--- src/rtl/ak4619_pkg.sv ---
// ak4619_pkg: default parameters and sizing/slicing helpers for the AK4619 TDM master
package ak4619_pkg;
  localparam int DEF_W = 16;
  localparam int DEF_CHANNELS = 4;
  localparam int DEF_SLOT_BITS = 32;
  localparam int DEF_CLK_PER_BICK = 4;
  function automatic int clog2(input int n);
    int r;
    r = 1;
    while ((1 << r) < n) r++;
    return r;
  endfunction
  function automatic int slice_lo(input int k, input int w);
    return k * w;
  endfunction
endpackage

--- src/rtl/ak4619_tdm_clkgen.sv ---
// ak4619_tdm_clkgen: phase/bit/slot counters, registered BICK/LRCK and fall/rise/frame strobes
module ak4619_tdm_clkgen
  import ak4619_pkg::*;
#(
  parameter int CHANNELS = DEF_CHANNELS,
  parameter int SLOT_BITS = DEF_SLOT_BITS,
  parameter int CLK_PER_BICK = DEF_CLK_PER_BICK
) (
  input  logic                           clk,
  input  logic                           rst_n,
  output logic                           bick,
  output logic                           lrck,
  output logic                           fall,
  output logic                           rise,
  output logic                           frame_start,
  output logic [clog2(SLOT_BITS)-1:0]    b,
  output logic [clog2(CHANNELS)-1:0]     s
);
  localparam int PW = clog2(CLK_PER_BICK);
  localparam int BW = clog2(SLOT_BITS);
  localparam int SW = clog2(CHANNELS);
  logic [PW-1:0] p, p_n;
  logic [BW-1:0] b_n;
  logic [SW-1:0] s_n;
  logic wrap, b_last;
  always_comb begin
    wrap = p == PW'(CLK_PER_BICK - 1);
    b_last = b == BW'(SLOT_BITS - 1);
    p_n = wrap ? '0 : p + 1'b1;
    b_n = wrap ? (b_last ? '0 : b + 1'b1) : b;
    s_n = wrap && b_last ? (s == SW'(CHANNELS - 1) ? '0 : s + 1'b1) : s;
  end
  // bick/lrck are registered from next-state so they line up with the current p and s
  always_ff @(posedge clk) begin
    if (!rst_n) begin
      p <= '0;
      b <= '0;
      s <= '0;
      bick <= 1'b0;
      lrck <= 1'b0;
    end else begin
      p <= p_n;
      b <= b_n;
      s <= s_n;
      bick <= p_n >= PW'(CLK_PER_BICK / 2);
      lrck <= s_n >= SW'(CHANNELS / 2);
    end
  end
  assign fall = p == '0;
  assign rise = p == PW'(CLK_PER_BICK / 2);
  assign frame_start = fall && b == '0 && s == '0;
endmodule

--- src/rtl/ak4619_tdm.sv ---
// ak4619_tdm: AK4619 serial-audio master with TDM framing, DAC holding register and ADC capture.
// Define AK4619_LOOPBACK_EN to add a loopback input that replays captured frames on the DAC.
module ak4619_tdm
  import ak4619_pkg::*;
#(
  parameter int W = DEF_W,
  parameter int CHANNELS = DEF_CHANNELS,
  parameter int SLOT_BITS = DEF_SLOT_BITS,
  parameter int CLK_PER_BICK = DEF_CLK_PER_BICK
) (
  input  logic                    clk,
  input  logic                    rst_n,
  output logic                    mclk,
  output logic                    bick,
  output logic                    lrck,
  output logic                    sdin1,
  input  logic                    sdout1,
  input  logic [CHANNELS*W-1:0]   dac_data,
  input  logic                    dac_valid,
  output logic                    dac_ready,
  output logic [CHANNELS*W-1:0]   adc_data,
  output logic                    adc_valid,
  output logic                    underrun,
  input  logic                    underrun_clr
`ifdef AK4619_LOOPBACK_EN
  ,
  input  logic                    loopback
`endif
);
  localparam int N = CHANNELS * W;
  localparam int IW = clog2(N);
  localparam int BW = clog2(SLOT_BITS);
  localparam int SW = clog2(CHANNELS);
  logic fall, rise, frame_start, full, seen, lb, accept, in_word, uflow;
  logic [BW-1:0] b;
  logic [SW-1:0] s;
  logic [IW-1:0] idx;
  logic [N-1:0] hold, bank, bank_n, cap;
`ifdef AK4619_LOOPBACK_EN
  assign lb = loopback;
`else
  assign lb = 1'b0;
`endif
  ak4619_tdm_clkgen #(
    .CHANNELS(CHANNELS),
    .SLOT_BITS(SLOT_BITS),
    .CLK_PER_BICK(CLK_PER_BICK)
  ) u_clkgen (
    .clk(clk),
    .rst_n(rst_n),
    .bick(bick),
    .lrck(lrck),
    .fall(fall),
    .rise(rise),
    .frame_start(frame_start),
    .b(b),
    .s(s)
  );
  assign mclk = clk;
  assign dac_ready = !full && !lb;
  // bank_n lets the first bit of a frame come from the freshly loaded samples
  always_comb begin
    accept = dac_valid && dac_ready;
    in_word = int'(b) < W;
    idx = IW'(slice_lo(int'(s), W) + W - 1 - int'(b));
    uflow = frame_start && !full && !lb;
    bank_n = !frame_start ? bank : lb ? cap : full ? hold : bank;
  end
  always_ff @(posedge clk) begin
    if (!rst_n) begin
      hold <= '0;
      full <= 1'b0;
      bank <= '0;
      cap <= '0;
      sdin1 <= 1'b0;
      adc_data <= '0;
      adc_valid <= 1'b0;
      underrun <= 1'b0;
      seen <= 1'b0;
    end else begin
      bank <= bank_n;
      full <= accept || (full && !(frame_start && !lb));
      if (accept) hold <= dac_data;
      if (fall) sdin1 <= in_word && bank_n[idx];
      if (rise && in_word) cap[idx] <= sdout1;
      adc_valid <= frame_start && seen;
      if (frame_start && seen) adc_data <= cap;
      if (frame_start) seen <= 1'b1;
      underrun <= uflow || (underrun && !underrun_clr);
    end
  end
endmodule

--- config.mk ---
export PLATFORM = sky130hd
export DESIGN_NAME = ak4619_tdm
export DESIGN_NICKNAME = d
export VERILOG_FILES = /design/src/rtl/ak4619_pkg.sv /design/src/rtl/ak4619_tdm_clkgen.sv /design/src/rtl/ak4619_tdm.sv
export SDC_FILE = /design/constraint.sdc
export NUM_CORES = 1
export LEC_CHECK = 0
export ABC_AREA = 0
export CORE_MARGIN = 2
export CORE_UTILIZATION = 40
export DETAILED_ROUTE_END_ITERATION = 12
export SYNTH_ARGS = -nofsm -noshare
export SYNTH_HDL_FRONTEND = slang
export SYNTH_SLANG_ARGS = --single-unit
export TNS_END_PERCENT = 20
--- constraint.sdc ---
create_clock -name clk -period 8.1 [get_ports clk]
set_clock_uncertainty 0.15 [all_clocks]
set_input_delay 1.215 -clock clk [delete_from_list [all_inputs] [get_ports clk]]
set_output_delay 1.215 -clock clk [all_outputs]
set_load 0.005 [all_outputs]
# ---- Word level (Yosys, flattened, before mapping)
# Index checks and enable logic that the tools add are counted.
dict set report totals {
  input_bits 69
  regBits 272
  output_inout_bits 71
  elab_cells 59
}
dict set report op_classes {
  addsub 6
  magnitude_cmp 5
  n_reduce_logical 19
  n_eq_ne 4
  muxes 11
}
# op count
set ops {}
lappend ops {{64-bit 2-to-1 mux} 2}
lappend ops {{64-bit bitwise mux} 1}
lappend ops {{1-bit logical AND} 11}
lappend ops {{6-bit by 7-bit less-than comparator with 1-bit output (second input constant)} 1}
lappend ops {{6-bit by 5-bit adder with 6-bit output (second input constant)} 1}
lappend ops {{1-bit binary-select mux with 6-bit select} 1}
lappend ops {{1-bit demux with 6-bit select} 1}
lappend ops {{2-bit == test (second input constant)} 3}
lappend ops {{6-bit by 1-bit >= comparator with 1-bit output (second input constant)} 1}
lappend ops {{2-bit 2-to-1 mux} 3}
lappend ops {{6-bit by 1-bit subtractor with 6-bit output (second input constant)} 1}
lappend ops {{6-bit subtractor} 1}
lappend ops {{5-bit by 1-bit adder with 5-bit output (second input constant)} 1}
lappend ops {{5-bit == test (second input constant)} 1}
lappend ops {{5-bit zero test} 1}
lappend ops {{5-bit less-than comparator (second input constant)} 1}
lappend ops {{5-bit 2-to-1 mux} 1}
lappend ops {{2-bit by 1-bit adder with 2-bit output (second input constant)} 2}
lappend ops {{2-bit >= comparator (second input constant)} 2}
lappend ops {{2-bit zero test} 2}
lappend ops {{1-bit zero test} 3}
lappend ops {{1-bit logical OR} 2}
lappend ops {{1-bit 2-to-1 mux} 2}

# ---- Depth between registers and ports, before layout
dict set report depth {
  ltp_word 8
  mapped_depth 13
  depth_no_buf 9
}

# ---- Modules after synthesis
# Synthesis repeated with hierarchy kept, for this count alone.
dict set report hier_totals {
  hier_cells 1301
  area_unflattened_um2 11214.5
}
# mod area_each_um2 instances seq_area_each_um2 cells_per_inst
set by_module_without_submodules {}
lappend by_module_without_submodules {ak4619_tdm 10682.7 1 5225.0 1247}
lappend by_module_without_submodules {ak4619_tdm_clkgen 531.8 1 200.2 54}

==> run metrics <==
proportion of synthesized area in mux cells=2.433%; post-CTS setup repair buffer count=0; simple-gate share of the synthesized area=a little over a fifth; count of yosys warnings during synthesis=0; dominant cell type by area after synthesis=sky130_fd_sc_hd__dfxtp_1; Ports=140; vias per inst=5.209; aggregate routed wire length=slightly above 30000 um; violation count after the first detailed-routing iteration=733; power per standard cell area=between 200 and 250 nW/um^2; GR Overflow Total=0; post-CTS resize count=0; most instantiated cells after synthesis=358 x sky130_fd_sc_hd__nand2_1, 270 x sky130_fd_sc_hd__dfxtp_1, 173 x sky130_fd_sc_hd__a21boi_0; layout overhead on the synthesized area=23.41%; mean instance size in the synthesized netlist=approximately 8.4 um^2; slowest stage cell, crit path=sky130_fd_sc_hd__clkdlybuf4s50_1; DRT antenna net count=0; fin. max-slew vios=0; Slew @ Worst Pin=roughly 1.3 ns; combinational family with the most area after synthesis=compound AO/OA/AOI/OAI gates; # DRC=0; Rel. slew slack=between 15 and 20%; post-synthesis cell count=around 1300; number of input and output port buffers inserted=139; via total after detailed routing=around 9500; Filler cells=approximately 2700; fraction of layout instances using a drive strength above 1=under 10%; number of max-capacitance violations reported=0; clock tree from TritonCTS=done; number of distinct library cells after synthesis=60; internal reg-to-reg setup slack=approximately 3 ns; average wire per standard cell=roughly 17 um; synth top area cells=sky130_fd_sc_hd__dfxtp_1 48%, sky130_fd_sc_hd__nand2_1 12%, sky130_fd_sc_hd__a21boi_0 11%; cell count after placement=1769; Antenna Diode Count=0; post-synthesis share of cell area spent on full adders, half adders and majority gates=less than 1%; maximum fanout count along the critical path=2; synthesized-area fraction occupied by ao, oa, aoi and oai cells=22.67%; run status=finished, final reports clean; crit path from=clk; WP data arrival=~4.7 ns; initial antenna violation count=0; synthesized flop and latch total=270; category of the most critical setup path=clk -> out; clock slew at reported path FFs=approximately 0.050 ns; Die Ht=approximately 170 um; Nets=~1500; CP most frequent cell=sky130_fd_sc_hd__clkbuf_16; final HPWL from detailed placement=between 15000 and 20000 um; floorplan die area=~30000 um^2; number of enable flip-flop cells after synthesis=0; tightest hold margin=~0.30 ns; fraction of post-synthesis cell area in the top cell type by area=about 48%; crit path launch type=clock port; combined area of all synthesized cells=between 10000 and 15000 um^2; non-filler cells in the finished layout=approximately 1800; critical register-to-register path startpoint=u_clkgen.b[0]; count of endpoints failing hold in the final timing report=0; origin of the worst min-delay path=cap[26]; reported leakage power=0.004795 uW; combined area of the multi-input logic cells=about 5500 um^2; predominant post-synthesis flop cell=sky130_fd_sc_hd__dfxtp_1; pin count of the biggest net entering global routing=roughly 160; delay of the slowest critical-path stage=about 0.43 ns; latest clock arrival within the worst-skew pair=around 0.66 ns; GRT Total Usage=between 20% and 30%; number of global-route vias before repair=around 8900; Cell Area, Placed=approximately 13000 um^2; Post-Syn Nets=roughly 1400; total iterations of the first detailed-routing run=5; largest voltage drop on the vdd net=~0.00016 V; global-route wire length before repair=48230 um; unrepaired setup endpoints after global routing=false; area share of xor/xnor cells in the synthesized design=less than 1%; proportion of synthesized chip area in sequential cells=roughly 48%; pre-CTS worst setup slack=2.271 ns; Row Count=slightly above 60; Placeable Area=around 28000 um^2; series of cell instances along the critical path=clkbuf_16 -> clkbuf_16 -> clkdlybuf4s50_1; fin area=13960 um^2; Crit path required time=roughly 6.7 ns; CTS Hold Buffers Added=0; Setup WS post-layout=between 2 and 2.5 ns; number of setup violations in the final report=0; starting utilization of the core area=about two fifths; die width=~170 um; type of destination of the critical path=primary output; final estimated routing congestion in global placement=between 0.8 and 0.9; setup TNS after final layout=0 ns; dominant cell by count in the synthesized netlist=sky130_fd_sc_hd__nand2_1; Min-Delay Path Class=reg -> reg; flip-flop and latch area=around 5400 um^2; Async S/R FF share, synth=0%
-- logic make-up (layout without fill, tap and decap cells) --
| family | Yosys count | in the layout |
|---|---|---|
| AO/OA/AOI/OAI | 367 | 367 |
| multiplexers | 25 | 25 |
| flip-flops | 270 | 270 |
| buffers and inverters | 111 | 215 |
| AND/OR/NAND/NOR | 558 | 558 |
| XOR/XNOR | 2 | 2 |
| adder cells (fa/ha/maj) | 9 | 9 |
-- cell type report --
| cell class | instances | share of cell area [%] |
|---|---|---|
| timing repair buffer | 152 | 10.62 |
| clock buffer | 47 | 6.989 |
| sequential | 270 | 38.71 |
| inverter | 7 | 0.1882 |
| tap | 378 | 3.387 |
| multi-input combinational | 961 | 39.22 |
| clock inverter | 9 | 0.8871 |
-- power by group --
group	internal, uW	leakage, uW	switching [uW]
sequential	1360	0.00219	23.6
clock	924	0.000546	545
combinational	91.4	0.00206	142
total	2380	0.00480	710
-- metal layers --
metal	vias up	global-route usage (%)	wire [um]
met1	4419	27.03	13900
met5	-	0	0
met3	57	3.273	1619
met2	254	34.29	14270
met4	0	6.357	742
li1	4772	-	-
-- worst paths after layout --
check,cells after the start,endpoint
setup / recovery,3,mclk
hold / removal,2,adc_data[26]
setup reg to reg,11,sdin1
hold reg to reg,2,adc_data[26]
-- placed cells by master (no fill, tap or decap), drive strengths merged, types with 11 or more instances in the layout --
cell type	n
nand2	358
nor3	11
and3	17
mux2i	23
nor2b	32
clkdlybuf4s50	137
a21boi	237
nand3	92
nor2	18
dfxtp	270
o21ai	75
clkbuf	46
buf	16
-- through the flow --
| step | power, uW | util, % |
|---|---|---|
| floorplan | 1571 | - |
| global placement | 1659 | 46.34 |
| detailed placement | 1660 | 46.34 |
| CTS | 3122 | 50.26 |
| global route | 3199 | 50.26 |
| finish | 3086 | 50.26 |
-- critical path, delay by kind of cell --
kind | cells | cell delay, ns
buffers and inverters | 3 | 0.68
-- state kept, by name, summed over array words and instances (netlist names), named ones only --
register,cells
hold,64
sdin1,1
cap,64
u_clkgen.p,2
u_clkgen.b,5
seen,1
adc_data,64
bank,64
underrun,1
full,1
adc_valid,1
(Power assumes the default switching activity.)
